**src/rtl/systolic_pkg.sv**
```systemverilog
// Shared definitions for the systolic array driver: controller states and
// the watchdog limit used while waiting on the array frame.
package systolic_pkg;

  typedef enum logic [2:0] {
    IDLE,
    LOAD_W,
    STREAM,
    DRAIN,
    COLLECT,
    DONE
  } state_t;

  // Cycles allowed in DRAIN plus COLLECT before the run is abandoned.
  function automatic int wd_limit(input int n);
    return 4 * n + 8;
  endfunction

endpackage

```
**src/rtl/row_buffer.sv**
```systemverilog
// Row-addressed register file: one synchronous write port and one
// combinational read port; contents clear on reset.
module row_buffer #(
  parameter int ROWS  = 2,
  parameter int WIDTH = 64,
  parameter int AW    = 1
) (
  input  logic             clk,
  input  logic             reset,
  input  logic             we,
  input  logic [AW-1:0]    waddr,
  input  logic [WIDTH-1:0] wdata,
  input  logic [AW-1:0]    raddr,
  output logic [WIDTH-1:0] rdata
);

  logic [WIDTH-1:0] mem [ROWS];

  // NOTE: the whole array is reset because the host may read results before any run.
  always_ff @(posedge clk or negedge reset) begin
    if (!reset) begin
      for (int i = 0; i < ROWS; i++) mem[i] <= '0;
    end else if (we) begin
      mem[waddr] <= wdata;
    end
  end

  assign rdata = mem[raddr];

endmodule

```
**src/rtl/systolic_array_driver.sv**
```systemverilog
// Host-side controller for a systolic array frame: buffers operands, streams
// weight then data rows, waits for the frame, and collects result rows.
module systolic_array_driver
  import systolic_pkg::*;
#(
  parameter int MATRIX_SIZE = 2,
  parameter int DATA_SIZE   = 32,
  localparam int AW = (MATRIX_SIZE > 1) ? $clog2(MATRIX_SIZE) : 1,
  localparam int RW = MATRIX_SIZE * DATA_SIZE
) (
  input  logic          clk,
  input  logic          reset,
  input  logic          start,
  input  logic          wr_en,
  input  logic          wr_sel,
  input  logic [AW-1:0] wr_row,
  input  logic [RW-1:0] wr_data,
  input  logic [AW-1:0] rd_row,
  output logic [RW-1:0] rd_data,
  output logic          busy,
  output logic          done,
  output logic          timeout_err,
  output logic [RW-1:0] data_input,
  output logic [RW-1:0] weights_input,
  output logic          enable,
  output logic          input_ready,
  output logic          output_ready,
  input  logic          module_ready,
  input  logic          finished,
  input  logic [RW-1:0] result_out
);

  localparam int CW       = AW + 1;
  localparam int WD_LIMIT = wd_limit(MATRIX_SIZE);
  localparam int WW       = $clog2(WD_LIMIT + 1);
  localparam logic [CW-1:0] LAST_ROW = CW'(MATRIX_SIZE - 1);
  localparam logic [WW-1:0] WD_LAST  = WW'(WD_LIMIT - 1);

  state_t        state, state_next;
  logic [CW-1:0] row_cnt, row_cnt_next;
  logic [WW-1:0] wd_cnt, wd_cnt_next;
  logic          timeout_err_next;
  logic          host_win, start_ok, wd_expired, row_adv;
  logic          data_we, weight_we, result_we;
  logic [RW-1:0] data_row, weight_row;

  assign host_win   = (state == IDLE) || (state == DONE);
  assign start_ok   = host_win && start && module_ready;
  assign data_we    = host_win && wr_en && !wr_sel;
  assign weight_we  = host_win && wr_en && wr_sel;
  assign result_we  = (state == COLLECT) && finished;
  assign wd_expired = ((state == DRAIN) || (state == COLLECT)) && (wd_cnt == WD_LAST);

  row_buffer #(.ROWS(MATRIX_SIZE), .WIDTH(RW), .AW(AW)) u_data_buf (
    .clk(clk), .reset(reset), .we(data_we), .waddr(wr_row), .wdata(wr_data),
    .raddr(row_cnt[AW-1:0]), .rdata(data_row)
  );

  row_buffer #(.ROWS(MATRIX_SIZE), .WIDTH(RW), .AW(AW)) u_weight_buf (
    .clk(clk), .reset(reset), .we(weight_we), .waddr(wr_row), .wdata(wr_data),
    .raddr(row_cnt[AW-1:0]), .rdata(weight_row)
  );

  row_buffer #(.ROWS(MATRIX_SIZE), .WIDTH(RW), .AW(AW)) u_result_buf (
    .clk(clk), .reset(reset), .we(result_we), .waddr(row_cnt[AW-1:0]), .wdata(result_out),
    .raddr(rd_row), .rdata(rd_data)
  );

  // NOTE: state registers use non-blocking assignments so every flop samples pre-edge values.
  always_ff @(posedge clk or negedge reset) begin
    if (!reset) begin
      state       <= IDLE;
      row_cnt     <= '0;
      wd_cnt      <= '0;
      timeout_err <= 1'b0;
    end else begin
      state       <= state_next;
      row_cnt     <= row_cnt_next;
      wd_cnt      <= wd_cnt_next;
      timeout_err <= timeout_err_next;
    end
  end

  // NOTE: every output of this block gets a default first so no path infers a latch.
  always_comb begin
    state_next    = state;
    row_adv       = 1'b0;
    wd_cnt_next   = '0;
    busy          = 1'b0;
    done          = 1'b0;
    enable        = 1'b0;
    input_ready   = 1'b0;
    output_ready  = 1'b0;
    data_input    = '0;
    weights_input = '0;

    case (state)
      IDLE: begin
        if (start_ok) state_next = LOAD_W;
      end
      LOAD_W: begin
        {busy, enable, input_ready, output_ready} = 4'b1111;
        weights_input = weight_row;
        row_adv       = 1'b1;
        if (row_cnt == LAST_ROW) state_next = STREAM;
      end
      STREAM: begin
        {busy, enable, input_ready, output_ready} = 4'b1111;
        data_input = data_row;
        row_adv    = 1'b1;
        if (row_cnt == LAST_ROW) state_next = DRAIN;
      end
      DRAIN: begin
        {busy, enable, input_ready, output_ready} = 4'b1111;
        wd_cnt_next = wd_expired ? '0 : wd_cnt + WW'(1);
        if (wd_expired)    state_next = IDLE;
        else if (finished) state_next = COLLECT;
      end
      COLLECT: begin
        busy         = 1'b1;
        output_ready = 1'b1;
        row_adv      = finished;
        wd_cnt_next  = wd_expired ? '0 : wd_cnt + WW'(1);
        if (wd_expired)                              state_next = IDLE;
        else if (finished && (row_cnt == LAST_ROW)) state_next = DONE;
      end
      DONE: begin
        done = 1'b1;
        if (start_ok)   state_next = LOAD_W;
        else if (wr_en) state_next = IDLE;
      end
      default: state_next = IDLE;
    endcase

    // Row counter restarts on each state entry and saturates rather than wrapping.
    if (state_next != state)                 row_cnt_next = '0;
    else if (row_adv && (row_cnt != '1))     row_cnt_next = row_cnt + CW'(1);
    else                                     row_cnt_next = row_cnt;

    if (start_ok)        timeout_err_next = 1'b0;
    else if (wd_expired) timeout_err_next = 1'b1;
    else                 timeout_err_next = timeout_err;
  end

endmodule

```
**config.mk**
```make
export PLATFORM = sky130hd
export DESIGN_NAME = systolic_array_driver
export DESIGN_NICKNAME = d
export VERILOG_FILES = /design/src/rtl/systolic_pkg.sv /design/src/rtl/row_buffer.sv /design/src/rtl/systolic_array_driver.sv
export SDC_FILE = /design/constraint.sdc
export NUM_CORES = 1
export LEC_CHECK = 0
export ABC_AREA = 1
export CAP_MARGIN = 5
export CORE_UTILIZATION = 40
export CTS_BUF_LIST = sky130_fd_sc_hd__clkbuf_2
export CTS_CLUSTER_DIAMETER = 60
export DETAILED_ROUTE_END_ITERATION = 16
export PLACE_DENSITY = 0.66
export SLEW_MARGIN = 5
export SYNTH_ARGS = -nofsm -noshare
export SYNTH_HDL_FRONTEND = slang
export SYNTH_SLANG_ARGS = --single-unit
```
**constraint.sdc**
```tcl
create_clock -name clk -period 2.4 [get_ports clk]
set_clock_uncertainty 0.15 [all_clocks]
set_input_delay 0.48 -clock clk [delete_from_list [all_inputs] [get_ports clk]]
set_output_delay 0.48 -clock clk [all_outputs]
set_load 0.005 [all_outputs]
```
# == Yosys cells after proc, flatten, opt, wreduce, memory -nomap -nowiden ==
# Index checks and enable logic that the tools add are counted.
# word_totals
reg_bits,395
latchBits,0
ramBits,0
rom_bits,0
input_bits,137
output_inout_bits,198
elab_cells,88
mem_count,0
# op_classes
n_addsub,2
n_mul,0
div_mod_pow,0
magnitude_cmp,5
eq_ne,9
shift,0
muxes,38
n_bitwise,3
n_reduce_logical,21
# op_table
operator,count
$mux 64,13
$bwmux 128,3
$demux 64 s1,2
$mux 3,9
$pmux 3 s6,1
$logic_and 1x1->1,11
$mux 5,2
$eq 3x2->1 const B,2
$eq 3x3->1 const B,2
$ge 2x2->1 const B,3
$not 1->2,3
$add 5x1->5 const B,1
$eq 5x4->1 const B,1
$mux 1,5
$lt 2x1->1 const B,2
$mux 2,2
$reduce_bool 2->1,2
$reduce_or 2->1,2
$reduce_or 4->1,1
$eq 3x1->1 const B,1
$logic_not 3->1,1
$ne 3x3->1,1
$reduce_or 3->1,1
$add 2x1->2 const B,1
5 further kinds,6

# == Longest topological paths before layout ==
# Gate-level depths: netlist of the first run.
# depth
ltp_word,8
ltp_mapped,11
depth_no_buf,10

# == Modules after synthesis ==
# A second synthesis of the first run with hierarchy kept.
# hier_totals
cells_unflattened,2647
hier_area_um2,19507.5
# by_module_without_submodules
mod,n_inst,cells_per_inst,area_per_inst_um2,seq_area_each_um2
row_buffer,3,761,5933.2,3203.1
systolic_array_driver,1,364,1707.9,275.3

# == Worst setup path after synthesis of the first run ==
# No wires, ideal clock.
# synth_path
path_type,input-to-output
from,in rd_row
to,out rd_data[42]
t_arrival_ns,1.399
required_time_ns,1.770
setup_slack_ns,0.371
cell_stages,5
n_path_buf,3
cell_sequence,clkbuf_1 > clkbuf_1 > clkbuf_1 > nand2_1 > o21ai_0
# synth_between
elab_chain_cells,4
# synth_rtl
element,line_no,rtl
"start, declared",systolic_array_driver.sv:18,"input logic [AW-1:0] rd_row,"
$not 1->2 (not written as such),row_buffer.sv:28,assign rdata = mem[raddr];
$mux 64 (not written as such) (3 in a row),row_buffer.sv:28,
"end, declared",systolic_array_driver.sv:19,"output logic [RW-1:0] rd_data,"
# Every way passes these cells. The select of a mux whose other input is x is not followed.

# == Final worst setup path of the first run ==
# layout_path
from,reg state[0]
to,out data_input[29]
# layout_between
elab_chain_cells,2
# layout_rtl
element,line_no,rtl
"start, declared",systolic_array_driver.sv:39,"state_t state, state_next;"
"start signal, assigned",systolic_array_driver.sv:77,state <= state_next;
$eq 3x2->1,systolic_array_driver.sv:97,case (state)
$mux 64,systolic_array_driver.sv:97,
"end, declared",systolic_array_driver.sv:23,"output logic [RW-1:0] data_input,"
# Every way passes these cells.

==> run metrics, run 1 <==
DRT Wirelength 64.6 mm; Startpoint Class flop; Mapped Cells 2176; max_cap viols 0; Layout Area Growth over Synthesis 46.0%; Most Crowded Layer GR met2; H-tree depth 3; Ys Warns 0; worst-path maximum fanout 30; CTS Buf Count 105; WS Path Type reg -> out; DRT antenna net count 0; crit path cell chain inv_2 -> buf_6 -> nand3_4 -> buf_16 -> a21oi_2 -> clkdlybuf4s50_1; Pwr Total 29.1 mW; final worst-path cycle share 1.44; RSZ-0062 raised after global routing true; status complete, but fails checks; nets 2914; Yosys cell types 33; worst path arrival time 2.83 ns; CTS root buf clkbuf_2; crit path time final 3.46 ns; Max Fclk 0.289 GHz; core area 44500 sq um; vias in the first global route 17800; Final Hold Vio Count 0; number of remaining DRC errors 0; HPWL Detailed 36.9 mm; crit-path max cell delay 0.53 ns; Hold Worst Slack 0.185 ns; TritonCTS clock tree built; cell total after placement 3038; met3 Use GR 0.0643; Initial Utilization 0.408; Synth top area share 0.544; final setup violation count 200; crit path max-delay cell type clkdlybuf4s50_1; Pins Over Slew Limit 0; die area 46200 sq um; wire per inst 18.7 microns; leak pwr 12.5 nW; vias 17900; total negative slack -124.94 ns; # IOs 335; failing checks negative setup slack; CTS max path bufs 3; total gr overflow 0; Die W 215 microns; Slew Limit Headroom 0.673; share of cells above drive strength 1 0.239; Synth area leader dfrtp_1; CTS clock-pin slew for the worst setup and hold paths 0.11 ns; total track usage 0.266; Seq/Total Area, Yosys 0.544; clock sink count 395; synth top area cells dfrtp_1 (54%), nand2_1 (19%), o21ai_0 (9.3%), mux2_2 (3.7%), a21oi_1 (3.6%); Worst Path Required 1.77 ns; Die Y 215 microns; DR vias/cell 5.20; pin count of the biggest net entering global routing 77; # fillers 3826; Final GP Congestion 0.831; most common cell after layout, fill and taps aside nand2_1; Initial DRT Pass Iterations 5; Post-Syn Area per Cell 8.34 sq um; Layout Cells excl Fill 3446; Synth Cell Area 18200 sq um; register bit total from synthesis 395; Clock Latency Late Sink 1.08 ns; worst slew pin tran 0.490 ns; antenna violations before repair 2; DR iter-0 viols 1667; HP Class in -> reg; Synth async-reset ratio 1.00; most used flip-flop cell after synthesis dfrtp_1; number of synthesized flops with an enable pin 0; syn nets 2316; Port Buf Inserts 334; P per Cell Area 1100 nW/um^2; grt met2 use 0.423; # rows 77; most frequent cells in the layout nand2_1 (888), dfrtp_1 (394), o21ai_0 (336); grt met1 use 0.347; Setup crit end kind output pin; first-pass GRT wire length 97.5 mm; VDD IR-drop max 0.595 mV; slack of the critical path -1.06 ns
[final cells by class]
class,count,area [sq um],area share
tap,592,741,0.0279
sequential,395,9890,0.373
timing repair buffer,648,6700,0.253
multi-input combinational,1541,7950,0.300
antenna,4,10.0,0.000378
inverter,82,330,0.0125
timing repair inverter,1,8.76,0.000330
clock buffer,162,811,0.0306
clock inverter,21,82.6,0.00311
[cells by family after synthesis]
logic type	after synthesis	share of synthesized area
fa+ha+maj	3	0.00207
buf+inv	241	0.0662
mux	64	0.0397
simple gates	949	0.202
xor+xnor	3	0.00145
flops	395	0.544
compound gates	521	0.144
[cell usage after synthesis, types with 2 or more instances]
library cell	n
buf_1	7
o21ai_1	50
nor2_1	12
buf_6	31
dfrtp_1	395
mux2_1	5
clkbuf_1	82
a21oi_1	130
nand2_2	2
nor2_2	2
inv_1	81
buf_2	18
clkbuf_2	15
xor2_1	2
o211ai_1	2
nand3_1	11
nand2_1	909
nor2_4	5
ha_1	3
buf_4	6
o21ai_0	336
nand4_1	3
mux2_2	59
[metrics by stage]
step / util / worst slack [ns] / instance area (sq um)
floorplan: - / 0.371 / 18200
global placement: 0.507 / -0.0772 / 22600
detailed placement: 0.507 / -0.0948 / 22600
CTS: 0.574 / -1.22 / 25500
global route: 0.596 / -1.30 / 26500
finish: 0.596 / -1.06 / 26500
[sequential cells by signal (all words and copies together) (netlist names)]
signal,count
u_data_buf.mem,128
u_result_buf.mem,128
u_weight_buf.mem,128
wd_cnt,5
state,3
row_cnt,2
timeout_err,1
[metal layers]
metal,share of wire,up-vias,routed length (microns)
met5,0,-,0
met4,0.033,0,2120
met3,0.077,149,4940
met2,0.47,797,30300
met1,0.42,8733,27200
li1,-,8249,-
[power by group]
group	total, mW	internal (mW)	switching, mW	leakage (nW)
Combinational	13.3	6.21	7.10	6.89
Sequential	11.1	9.62	1.52	4.93
Clock	4.61	1.77	2.84	0.720
[path summary, 6_finish.rpt]
| path | depth (start not counted) | slack, ns | from | endpoint |
|---|---|---|---|---|
| min | 4 | 0.19 | wr_row | u_data_buf.mem[94] |
| max reg2reg | 11 | -0.01 | state[1] | u_weight_buf.mem[19] |
| min in group asynchronous | 4 | 0.40 | reset | u_weight_buf.mem[89] |
| min reg2reg | 1 | 0.32 | wd_cnt[0] | wd_cnt[0] |
| max | 6 | -1.06 | state[0] | data_input[29] |
| max in group asynchronous | 6 | 0.91 | reset | u_weight_buf.mem[124] |
[worst max-delay path: cells and delay by family (launching register included)]
kind | cells | cell delay [ns]
buffers and inverters | 4 | 0.98
AO/OA/AOI/OAI | 1 | 0.21
AND/OR/NAND/NOR | 1 | 0.11
flip-flops | 1 | 0.41
[what timing repair did]
item / CTS / global route
hold buffers: 135 / 0
endpoints found under the setup margin: 198 / 238
setup buffers: 22 / 51
resized for setup: 313 / 343
endpoints found under the hold margin: 783 / 0
pin swaps: 7 / 25
cloned: 11 / 10
(Power assumes the default switching activity.)
==> inputs of run 2 (changes only) <==
--- a/config.mk
+++ b/config.mk
@@ -8,9 +8,9 @@
 export ABC_AREA = 1
 export CAP_MARGIN = 5
-export CORE_UTILIZATION = 40
+export CORE_UTILIZATION = 45
 export CTS_BUF_LIST = sky130_fd_sc_hd__clkbuf_2
 export CTS_CLUSTER_DIAMETER = 60
 export DETAILED_ROUTE_END_ITERATION = 16
-export PLACE_DENSITY = 0.66
+export PLACE_DENSITY = 0.72
 export SLEW_MARGIN = 5
 export SYNTH_ARGS = -nofsm -noshare
==> constraint.sdc (replaced) <==
create_clock -name clk -period 2.4 [get_ports clk]
set_clock_uncertainty 0.15 [all_clocks]
set_input_delay 0.24 -clock clk [delete_from_list [all_inputs] [get_ports clk]]
set_output_delay 0.24 -clock clk [all_outputs]
set_load 0.005 [all_outputs]
==> run metrics, run 2 (same netlist as run 1, synthesis figures left out) <==
status complete, but fails checks; failing checks negative setup slack; cell mode on critical path buf_12; die area 41100 sq um (-11%); H-tree depth 3 (unchanged); switching share of power 0.401 (+0.00711); CTS clock-pin slew for the worst setup and hold paths 0.12 ns (about the same); cell total after placement 2937 (-3.3%); cell family with most CP delay buffers and inverters; # fillers 2932 (-23%); CTS max path bufs 3 (unchanged); CTS Buf Count 104 (-0.95%); vias in the first global route 18100 (+1.4%); stages on the worst setup path 9 (+3); clock sink count 395 (unchanged); Slew Limit Headroom 0.591 (-0.0825); Final GP Congestion 0.874 (+5.3%); nets 2939 (+0.86%); total negative slack -104.24 ns (+20.70 ns); Die Y 203 microns (-5.7%); Clock Latency Late Sink 1.05 ns (-0.03 ns); total gr overflow 0 (unchanged); Largest regs u_data_buf.mem (128), u_result_buf.mem (128), u_weight_buf.mem (128); crit-path max cell delay 0.57 ns (+0.04 ns); most common cell after layout, fill and taps aside nand2_1; share of cells above drive strength 1 0.299 (+0.0597); vias 18500 (+3.3%); antenna violations before repair 3 (+1); WS Path Type reg -> out; Reg2Reg Depth 13 (+2); P per Cell Area 1120 nW/um^2 (+2.2%); VDD IR-drop max 0.609 mV (+2.3%); Final Hold Vio Count 0 (unchanged); slack of the critical path -0.618 ns (+0.445 ns); wire per inst 19.5 microns (+4.0%); Port Buf Inserts 334 (unchanged); Max Fclk 0.331 GHz (+15%); final worst-path cycle share 1.26 (-0.185); power share of the sequential group 0.374 (-0.009); DR iter-0 viols 1666 (-0.060%); HP Class in -> async; Util after Layout 0.688 (+0.0923); final setup violation count 458 (+130%); worst slew pin tran 0.614 ns (+0.124 ns); # IOs 335 (unchanged); number of remaining DRC errors 0 (unchanged); DRT Wirelength 66.3 mm (+2.7%); TritonCTS clock tree built; CP bufs+invs 7 (+3); most frequent cells in the layout nand2_1 (757), dfrtp_1 (392), o21ai_0 (331); Clk pwr share 0.151 (-0.008); # rows 73 (-5.2%); core area 39700 sq um (-11%); total track usage 0.300 (+0.0343); worst-path maximum fanout 6 (-80%); area of the multi-input gates 8460 sq um (+6.5%); Pins Over Slew Limit 0 (unchanged); Pwr Total 30.6 mW (+5.3%); crit path cell chain buf_12 -> buf_12 -> buf_12 -> buf_16 -> buf_8 -> buf_6 -> nand2_4 -> a21oi_2 -> buf_2; dpl ws 0.0511 ns (+0.146 ns); Worst Path Required 2.01 ns (+0.24 ns); DRT antenna net count 0 (unchanged); leak pwr 13.1 nW (+4.5%); Comb pwr share 0.474 (+0.016); Layout Cells excl Fill 3402 (-1.3%); DR vias/cell 5.44 (+4.6%); crit path time final 3.02 ns (-0.445 ns); crit path max-delay cell type dfrtp_4; Startpoint Class flop; FF+latch area 9890 sq um (about the same); first-pass GRT wire length 97.4 mm (about the same); RSZ-0062 raised after global routing true; Die W 203 microns (-5.7%); Int Power 18.3 mW (+4.1%); sw power 12.3 mW (+7.2%); Initial DRT Pass Iterations 6 (+1); Setup crit end kind output pin; worst path arrival time 2.63 ns (-0.20 ns); Layout Area Growth over Synthesis 50.6%; HPWL Detailed 35.0 mm (-5.2%); CTS root buf clkbuf_2; pin count of the biggest net entering global routing 78 (+1.3%); max_cap viols 0 (unchanged); Initial Utilization 0.457 (+0.0491)
-- run 2: cell count changes in the layout (fill, tap and decap cells not counted), moves of 21 or more --
cell	change
buf_2	+45
nand2_2	+73
nand2_4	+58
a21oi_2	+21
nand2_1	-131
clkbuf_2	-36
clkdlybuf4s50_1	-24
-- run 2: cell type report --
type / count / share of cell area
Antenna cell: 7 / 0.000641
Clock buffer: 150 / 0.0275
Clock inverter: 27 / 0.00508
Inverter: 82 / 0.0121
Multi-Input combinational cell: 1540 / 0.310
Sequential cell: 395 / 0.362
Tap cell: 525 / 0.0240
Timing Repair Buffer: 675 / 0.259
Timing Repair inverter: 1 / 0.000595
-- run 2: final timing paths --
kind	from	to	slack (ns)
setup / recovery	row_cnt[0]	weights_input[19]	-0.62
hold / removal	reset	u_data_buf.mem[86]	0.11
setup reg to reg	state[1]	u_weight_buf.mem[23]	-0.30
hold reg to reg	wd_cnt[0]	wd_cnt[0]	0.31
max in group asynchronous	reset	u_result_buf.mem[21]	1.27
min in group clk	result_out[26]	u_result_buf.mem[90]	0.16
-- run 2: stage by stage --
| stage | hold WS, ns | cell area, sq um |
|---|---|---|
| floorplan | -0.206 | 18200 |
| global placement | 0.0284 | 22100 |
| detailed placement | 0.0232 | 22100 |
| CTS | 0.00968 | 25500 |
| global route | 0.0370 | 27300 |
| finish | 0.108 | 27300 |
-- run 2: worst reg2reg max path, cell delays in order (launching register included) --
cell and delay, ns:
dfrtp_2 0.47, buf_6 0.14, buf_6 0.10, buf_6 0.10, buf_6 0.12, inv_4 0.05
buf_6 0.09, nand2_4 0.06, buf_6 0.12, a21oi_4 0.19, nand3_4 0.20, buf_4 0.32
o21ai_0 0.35, nand2_1 0.12
-- run 2: power groups by stage --
stage	clock [mW]	combinational, mW	sequential (mW)
after CTS	4.70	11.9	11.0
after global placement	0	9.59	11.0
final	4.63	14.5	11.5
after detailed placement	0	9.94	11.1
after floorplan	0	5.40	10.7
after global routing	5.09	15.6	11.7
-- run 2: metal layers --
layer  track usage  wire, microns  up-vias
li1              -              -     8325
met1         0.385          26100     8994
met2         0.491          31800      981
met3        0.0661           5930      213
met4         0.124           2480        0
met5             0              0        -
-- run 2: repair_timing --
item | CTS | global route
gates cloned | 14 | 16
endpoints found under the setup margin | 197 | 486
setup buffers | 48 | 78
hold endpoints to repair | 785 | 0
gates resized for setup | 596 | 453
hold buffers | 139 | 0
pin swaps | 30 | 83
==> inputs of run 3 (changes only) <==
Settings changed: ABC_CLOCK_PERIOD_IN_PS set to 2400, REMOVE_ABC_BUFFERS set to 1, SKIP_LAST_GASP set to 1.
==> run metrics, run 3 (same netlist as run 1, synthesis figures left out) <==
power share of the sequential group 0.349 (-0.025); Initial DRT Pass Iterations 6 (unchanged); CTS max path bufs 3 (unchanged); switching share of power 0.421 (+0.0196); Int Power 19.1 mW (+4.4%); first-pass GRT wire length 105 mm (+7.6%); Layout Area Growth over Synthesis 59.1%; most frequent cells in the layout nand2_1 (721), dfrtp_1 (394), o21ai_0 (198); core area 39700 sq um (unchanged); # fillers 2628 (-10%); Final Hold Vio Count 0 (unchanged); failing checks negative setup slack; DR iter-0 viols 2005 (+20%); Util after Layout 0.727 (+0.0392); vias in the first global route 18800 (+4.1%); Comb pwr share 0.509 (+0.035); Worst Path Required 2.01 ns (about the same); clock sink count 395 (unchanged); Clk pwr share 0.142 (-0.009); # IOs 335 (unchanged); # rows 73 (unchanged); Max Fclk 0.330 GHz (-0.27%); RSZ-0062 raised after global routing true; DRT Wirelength 80.9 mm (+22%); Layout Cells excl Fill 3457 (+1.6%); final setup violation count 143 (-69%); H-tree depth 3 (unchanged); Setup crit end kind output pin; pin count of the biggest net entering global routing 95 (+22%); die area 41100 sq um (unchanged); Largest regs u_data_buf.mem (128), u_result_buf.mem (128), u_weight_buf.mem (128); Slew Limit Headroom 0.672 (+0.0817); share of cells above drive strength 1 0.335 (+0.0360); leak pwr 13.9 nW (+6.2%); Die W 203 microns (unchanged); Pwr Total 33.0 mW (+8.0%); CTS clock-pin slew for the worst setup and hold paths 0.11 ns (about the same); Startpoint Class flop; crit path max-delay cell type dfrtp_4; CTS Buf Count 103 (-0.96%); total track usage 0.328 (+0.0282); HPWL Detailed 34.1 mm (-2.6%); Final GP Congestion 0.865 (-1.1%); CTS root buf clkbuf_2; Die Y 203 microns (unchanged); antenna violations before repair 1 (-2); DR vias/cell 5.77 (+6.0%); final worst-path cycle share 1.26 (+0.00346); crit-path max cell delay 0.51 ns (-0.06 ns); TritonCTS clock tree built; Pins Over Slew Limit 0 (unchanged); nets 2990 (+1.7%); slack of the critical path -0.626 ns (-0.00831 ns); Clock Latency Late Sink 1.06 ns (about the same); most common cell after layout, fill and taps aside nand2_1; Initial Utilization 0.457 (unchanged); cell total after placement 2934 (-0.10%); total gr overflow 0 (unchanged); worst path arrival time 2.64 ns (about the same); P per Cell Area 1140 nW/um^2 (+2.1%); Port Buf Inserts 334 (unchanged); vias 19900 (+7.8%); worst-path maximum fanout 7 (+1); crit path time final 3.03 ns (+0.00831 ns); WS Path Type reg -> out; sw power 13.9 mW (+13%); crit path cell chain buf_6 -> inv_12 -> buf_4 -> clkbuf_16 -> nand2_1 -> a21oi_2 -> dlygate4sd2_1; HP Class in -> reg; number of remaining DRC errors 0 (unchanged); status complete, but fails checks; max_cap viols 0 (unchanged); worst slew pin tran 0.491 ns (-0.122 ns); wire per inst 23.4 microns (+20%); VDD IR-drop max 0.675 mV (+11%); DRT antenna net count 0 (unchanged)
==> run 3: cell count changes in the layout (fill, tap and decap cells not counted), moves of 18 or more <==
cell	delta
nand2_4	+18
buf_16	+18
clkdlybuf4s50_1	-57
dlygate4sd2_1	+58
o21ai_0	-133
a21oi_4	+21
nand2_2	+18
o21ai_1	+116
nand2_1	-36
==> run 3: cell type report <==
type	count	area, sq um	share of cell area
clock buffer	157	786	0.0272
sequential	395	9890	0.342
antenna	3	7.51	0.000260
clock inverter	27	116	0.00403
multi-input combinational	1540	8920	0.309
timing repair inverter	1	8.76	0.000303
tap	525	657	0.0227
inverter	82	329	0.0114
timing repair buffer	727	8170	0.283
==> run 3: final timing paths <==
check / slack (ns) / startpoint / cells past startpoint / endpoint
worst max-delay path: -0.63 / row_cnt[0] / 7 / weights_input[63]
worst min-delay path: 0.09 / wr_row / 4 / u_weight_buf.mem[94]
worst max register to register: -0.07 / state[1] / 13 / u_data_buf.mem[117]
worst min register to register: 0.31 / wd_cnt[0] / 1 / wd_cnt[0]
max in group asynchronous: 1.13 / reset / 6 / u_result_buf.mem[49]
min in group asynchronous: 0.20 / reset / 4 / u_weight_buf.mem[73]
==> run 3: layer usage <==
| metal | share of wire | vias up | global-route usage | routed length (microns) |
|---|---|---|---|---|
| li1 | - | 8438 | - | - |
| met1 | 0.35 | 9588 | 0.400 | 28400 |
| met2 | 0.46 | 1488 | 0.530 | 37100 |
| met3 | 0.11 | 434 | 0.0907 | 9290 |
| met4 | 0.075 | 0 | 0.175 | 6100 |
| met5 | 0 | - | 0 | 0 |
==> run 3: metrics by stage <==
step / hold slack (ns) / area (sq um) / TNS, ns / setup slack [ns]
2_1_floorplan: -0.206 / 17300 / -1151.44 / -4.26
3_3_place_gp: 0.0842 / 22100 / 0 / 0.151
3_5_place_dp: 0.0899 / 22100 / 0 / 0.143
4_1_cts: 0.00710 / 26700 / -63.49 / -0.589
5_1_grt: 0.0257 / 28900 / -88.17 / -0.741
6_report: 0.0866 / 28900 / -61.87 / -0.626
==> run 3: repair_timing <==
item	in CTS	in global routing
pin swaps	49	101
setup endpoints to repair	198	480
cloned	35	41
gates resized for setup	865	506
endpoints found under the hold margin	784	0
hold buffers	138	0
setup buffers	82	54
==> run 3: worst max-delay path, delay by kind of cell (launching register included) <==
family | cells | cell delay [ns]
AO/OA/AOI/OAI | 1 | 0.19
buffers and inverters | 5 | 0.78
AND/OR/NAND/NOR | 1 | 0.08
flip-flops | 1 | 0.51
==> run 3: power groups by stage <==
stage	logic (mW)	registers (mW)	clock network [mW]
2_1_floorplan	4.89	10.8	0
3_5_place_dp	9.86	11.1	0
6_report	16.8	11.5	4.69
4_1_cts	13.9	11.1	4.68
5_1_grt	17.7	11.8	5.14
3_3_place_gp	9.59	11.0	0
